File: config.mk
export PLATFORM = sky130hd
export DESIGN_NAME = alu_share_arbiter
export DESIGN_NICKNAME = d
export VERILOG_FILES = /design/src/rtl/alu_share_arbiter.sv
export SDC_FILE = /design/constraint.sdc
export NUM_CORES = 1
export LEC_CHECK = 0
export CAP_MARGIN = 20
export CORE_ASPECT_RATIO = 1.4
export CORE_MARGIN = 10
export CORE_UTILIZATION = 44
export CTS_BUF_LIST = sky130_fd_sc_hd__clkbuf_2 sky130_fd_sc_hd__clkbuf_4 sky130_fd_sc_hd__clkbuf_8
export CTS_CLUSTER_DIAMETER = 100
export DETAILED_ROUTE_END_ITERATION = 12
export PLACE_DENSITY = 0.95
export SLEW_MARGIN = 20
export SYNTH_ARGS = -nofsm -noshare
export SYNTH_HDL_FRONTEND = slang
export SYNTH_SLANG_ARGS = --single-unit
File: constraint.sdc
create_clock -name clock -period 3.4 [get_ports clock]
set_input_delay 1.02 -clock clock [delete_from_list [all_inputs] [get_ports clock]]
set_output_delay 1.02 -clock clock [all_outputs]
set_load 0.02 [all_outputs]
File: src/rtl/alu_share_arbiter.sv
// Round-robin arbiter with lock that shares one accumulator ALU between two
// requesters. Idle cycles drive an OR-with-zero NOP so the accumulator holds.
module alu_share_arbiter #(
    parameter int unsigned CNT_W = 8
) (
    input  logic             clock,
    input  logic             reset_L,

    input  logic             req0_valid,
    input  logic             req0_lock,
    input  logic [1:0]       req0_operation,
    input  logic [3:0]       req0_operand,
    output logic             req0_ready,
    output logic             rsp0_valid,
    output logic [3:0]       rsp0_data,

    input  logic             req1_valid,
    input  logic             req1_lock,
    input  logic [1:0]       req1_operation,
    input  logic [3:0]       req1_operand,
    output logic             req1_ready,
    output logic             rsp1_valid,
    output logic [3:0]       rsp1_data,

    output logic [1:0]       alu_operation,
    output logic [3:0]       alu_operand,
    input  logic [3:0]       alu_result,

    output logic [1:0]       owner,
    output logic [CNT_W-1:0] op_count
);

    localparam int unsigned OP_W   = 2;
    localparam int unsigned DATA_W = 4;
    localparam int unsigned OWN_W  = 2;

    localparam logic [OP_W-1:0]   OP_NOP      = OP_W'(2);
    localparam logic [DATA_W-1:0] OPERAND_NOP = '0;
    localparam logic [CNT_W-1:0]  CNT_MAX     = '1;

    localparam logic [OWN_W-1:0]  OWNER_NONE  = OWN_W'(0);
    localparam logic [OWN_W-1:0]  OWNER_REQ0  = OWN_W'(1);
    localparam logic [OWN_W-1:0]  OWNER_REQ1  = OWN_W'(2);

    typedef enum logic [1:0] {
        IDLE = 2'd0,
        OWN0 = 2'd1,
        OWN1 = 2'd2
    } state_e;

    state_e             state_q, state_d;
    logic               rr_ptr_q, rr_ptr_d;
    logic               rsp0_valid_q, rsp0_valid_d;
    logic               rsp1_valid_q, rsp1_valid_d;
    logic [OWN_W-1:0]   owner_q, owner_d;
    logic [CNT_W-1:0]   op_count_q, op_count_d;

    logic               grant0;
    logic               grant1;
    logic               accept;

    // Arbitration and ownership FSM: grants are combinational within the cycle.
    always_comb begin
        state_d  = state_q;
        rr_ptr_d = rr_ptr_q;
        grant0   = 1'b0;
        grant1   = 1'b0;

        case (state_q)
            IDLE: begin
                if (req0_valid && req1_valid) begin
                    grant0 = ~rr_ptr_q;
                    grant1 = rr_ptr_q;
                end else begin
                    grant0 = req0_valid;
                    grant1 = req1_valid;
                end

                if (grant0) begin
                    if (req0_lock) begin
                        state_d = OWN0;
                    end else begin
                        rr_ptr_d = 1'b1;
                    end
                end else if (grant1) begin
                    if (req1_lock) begin
                        state_d = OWN1;
                    end else begin
                        rr_ptr_d = 1'b0;
                    end
                end
            end

            OWN0: begin
                grant0 = req0_valid;
                // Releasing the lock ends ownership whether or not an op issues.
                if (!req0_lock) begin
                    state_d  = IDLE;
                    rr_ptr_d = 1'b1;
                end
            end

            OWN1: begin
                grant1 = req1_valid;
                if (!req1_lock) begin
                    state_d  = IDLE;
                    rr_ptr_d = 1'b0;
                end
            end

            default: begin
                state_d = IDLE;
            end
        endcase

        // No grant can leak to the ALU while reset is held.
        if (!reset_L) begin
            grant0 = 1'b0;
            grant1 = 1'b0;
        end
    end

    assign accept     = grant0 | grant1;
    assign req0_ready = grant0;
    assign req1_ready = grant1;

    // ALU drive mux: the granted requester's fields, otherwise the NOP.
    always_comb begin
        alu_operation = OP_NOP;
        alu_operand   = OPERAND_NOP;
        if (grant0) begin
            alu_operation = req0_operation;
            alu_operand   = req0_operand;
        end else if (grant1) begin
            alu_operation = req1_operation;
            alu_operand   = req1_operand;
        end
    end

    // Response strobes, owner encoding and saturating accept counter.
    always_comb begin
        rsp0_valid_d = grant0;
        rsp1_valid_d = grant1;

        owner_d = OWNER_NONE;
        case (state_d)
            OWN0:    owner_d = OWNER_REQ0;
            OWN1:    owner_d = OWNER_REQ1;
            default: owner_d = OWNER_NONE;
        endcase

        op_count_d = op_count_q;
        if (accept && (op_count_q != CNT_MAX)) begin
            op_count_d = op_count_q + CNT_W'(1);
        end
    end

    // State and output registers.
    always_ff @(posedge clock or negedge reset_L) begin
        if (!reset_L) begin
            state_q      <= IDLE;
            rr_ptr_q     <= 1'b0;
            rsp0_valid_q <= 1'b0;
            rsp1_valid_q <= 1'b0;
            owner_q      <= OWNER_NONE;
            op_count_q   <= '0;
        end else begin
            state_q      <= state_d;
            rr_ptr_q     <= rr_ptr_d;
            rsp0_valid_q <= rsp0_valid_d;
            rsp1_valid_q <= rsp1_valid_d;
            owner_q      <= owner_d;
            op_count_q   <= op_count_d;
        end
    end

    // The ALU commits at the accept edge, so its result is current during the pulse.
    assign rsp0_valid = rsp0_valid_q;
    assign rsp1_valid = rsp1_valid_q;
    assign rsp0_data  = rsp0_valid_q ? alu_result : DATA_W'(0);
    assign rsp1_data  = rsp1_valid_q ? alu_result : DATA_W'(0);
    assign owner      = owner_q;
    assign op_count   = op_count_q;

endmodule

==> results.toml <==
[sta]
timing.final.ws_setup_ns = 0.123
grt_setup_unrepaired = "false"
min_period_ns = 3.28
timing_hold_violations_final = 0
min_period_over_period = 0.964
tightestPinTransition_ns = 0.375
maxClockFrequency_ghz = 0.305
hold-worst-slack_ns = 0.526
fin_worst_skew_ns = 0.00364
setup_viol = 0
worst_slew_margin_rel = 0.743
final_max_slew_viol_count = 0

[floorplanning]
die_h_um = 75.4
fp-row-count = 20
starting_density_of_the_core = 0.454
design.core.area_um2 = 2130
die-area_um2 = 4490
floorplan.die.width_um = 59.6
top_level_ports = 50

[detailed_routing]
vias_per_cell = 5.64
drc_errors = 0
met3RoutedLength_um = 351
drt_iter0_drc = 14
detail_route.wirelength.met1_um = 1260
top_routing_layer_in_use = "met4"
detailedRoute.firstPassIterationCount = 4
met2_length_um = 1420
wire_per_inst_um = 16.7
drtAntennaViolNets = 0
dr_total_vias = 1026
drt_wl_total_um = 3040

[global_routing]
grt_antenna_before_repair = 0
grt_start_max_net_pins = 10
grt_pass1_wl_um = 4960
first_global_vias = 1118
grt_overflow_total = 0
grt_use_total = 0.136

[final_layout]
commonest_cells_after_routing_fill_and_taps_aside = "38 x sky130_fd_sc_hd__clkdlybuf4s50_1, 15 x sky130_fd_sc_hd__dfrtp_1, 10 x sky130_fd_sc_hd__buf_4, 9 x sky130_fd_sc_hd__and2_1"
drive_gt1_frac = 0.163
finalInstanceArea_um2 = 1560
layout.filler_cells = 159
mostFrequentLayoutCell = "sky130_fd_sc_hd__clkdlybuf4s50_1"
antenna_cells_inserted = 0
final_net_count = 189
layout_overhead_on_the_synthesized_area_pct = 61.3

[power_and_ir_drop]
seq_power_share = 0.322
intPower_uw = 570
vdd_ir_drop_max_mv = 0.407
power_switching_uw = 441
total_power_uw = 1010
combinationalPowerShare = 0.580
static-leakage-power_uw = 0.000733
pwr-share-clk = 0.099
power-per-cell-area_nw_per_um2 = 649
swShare = 0.436

[synthesis]
ys_ff_latch = 15
postSynth.asyncResetShare = 1.00
syn-num-nets = 126
synth_cell_types = 34
dominantRegCellSynth = "sky130_fd_sc_hd__dfrtp_1"
synth-seq-area-share = 0.389
post_synth_inst_count = 98
syn_area_per_cell_um2 = 9.84
synthesis.yosys.warnings = 0
synth_enable_flop_cells = 0
syn_area_um2 = 965

[critical_path]
crit_path_max_fanout = 2
cp.required_ns = 2.38
worst-endpoint-arrival_ns = 2.26
worst-setup-path-type = "primary input to output port"
crit_path_start_kind = "primary input"
timing.critical_path.to_type = "output port"

[clocking]
root_buffer = "sky130_fd_sc_hd__clkbuf_4"
clk-insertion-delay-late_ns = 0.28
clock_tree.buffer_depth = 2
number_of_clock_buffers_inserted_by_tritoncts = 3
htree_levels = 1
cts_tree = "done"
clock_pin_slew_of_the_registers_on_the_worst_case_setup_and_hold_paths_ns = 0.09
cts_hold_buffers = 0
cts_sinks = 15

[flow_run]
drv_cap = 0

[place]
gp_routability_congestion = 0.881
dpl_cell_area_um2 = 1540
dpl.hpwl_um = 2650
port_buffers = 49
dpl_worst_slack_ns = -0.470

[run_status]
result_of_the_run = "finished clean"

[min_path]
min_path_type = "flip-flop to flip-flop"
[power groups by stage]
stage	Sequential, µW	Combinational (µW)	Clock [µW]
4_1_cts	324	593	105
5_1_grt	337	641	113
6_report	325	586	99.9
2_1_floorplan	376	264	0
3_5_place_dp	328	599	0
3_3_place_gp	321	579	0
[routing by layer]
layer	track usage	vias to the layer above
li1	-	482
met3	0.0533	2
met4	0.0375	0
met5	0	-
met2	0.248	54
met1	0.139	488
[repair_timing]
| item | CTS | global route |
|---|---|---|
| setup buffers | 1 | 0 |
| resized for setup | 31 | 0 |
| setup endpoints to repair | 8 | 0 |
[sequential cells by signal, indices dropped and copies added, names as in the netlist]
signal,cells
state_q,2
rsp1_valid,1
rsp0_valid,1
owner,2
op_count,8
rr_ptr_q,1
[logic make-up after synthesis]
logic type	Yosys count	share of synthesized area
xor gates and xnor gates	5	0.0454
muxes	2	0.0233
adders and majority gates	6	0.0778
buffers and inverters	8	0.0311
and+or+nand+nor	32	0.187
AOI/OAI and AO/OA	30	0.246
DFF	15	0.389
[final cells by class]
type / count / area [µm²] / share of cell area
clock buffer: 3 / 22.5 / 0.0145
clock inverter: 1 / 5.00 / 0.00322
sequential: 15 / 375 / 0.241
multi-input combinational: 75 / 564 / 0.363
tap: 22 / 27.5 / 0.0177
timing repair buffer: 58 / 532 / 0.342
inverter: 8 / 30.0 / 0.0193
[worst paths after layout]
check / startpoint / endpoint / slack (ns) / depth (start not counted)
setup / recovery: alu_result[0] / rsp0_data[0] / 0.12 / 3
hold / removal: op_count[7]$_DFFE_PN0P_ / op_count[7]$_DFFE_PN0P_ / 0.53 / 1
setup reg to reg: state_q[1]$_DFF_PN0_ / op_count[1]$_DFFE_PN0P_ / 1.42 / 7
hold reg to reg: op_count[7]$_DFFE_PN0P_ / op_count[7]$_DFFE_PN0P_ / 0.53 / 1
max in group asynchronous: reset_L / op_count[7]$_DFFE_PN0P_ / 2.39 / 2
min in group asynchronous: reset_L / op_count[4]$_DFFE_PN0P_ / 0.88 / 2
[through the flow]
step            util  std cells  setup TNS [ns]
3_3_place_gp   0.725        177           -2.99
2_1_floorplan      -         98               0
5_1_grt        0.732        182               0
4_1_cts        0.732        182               0
6_report       0.732        182               0
3_5_place_dp   0.725        177           -3.36
[critical path, cell delays in order]
cell and delay (ns):
sky130_fd_sc_hd__clkdlybuf4s50_1 0.48, sky130_fd_sc_hd__and2_1 0.14, sky130_fd_sc_hd__clkdlybuf4s50_1 0.61
[synth_stat cells, drive strengths merged (2+ instances only)]
cell / number / area [µm²]
dfrtp: 15 / 375
and2: 9 / 56.3
inv: 8 / 30.0
nor2: 7 / 33.8
a21oi: 6 / 33.8
a22o: 6 / 52.6
ha: 6 / 75.1
nand2: 5 / 18.8
xor2: 5 / 43.8
a211oi: 3 / 22.5
o21ai: 3 / 15.0
a21boi: 2 / 15.0
and3: 2 / 12.5
mux2: 2 / 22.5
nand2b: 2 / 12.5
nand4: 2 / 12.5
nor3b: 2 / 15.0
No activity file was read; power rests on OpenSTA's default activity.
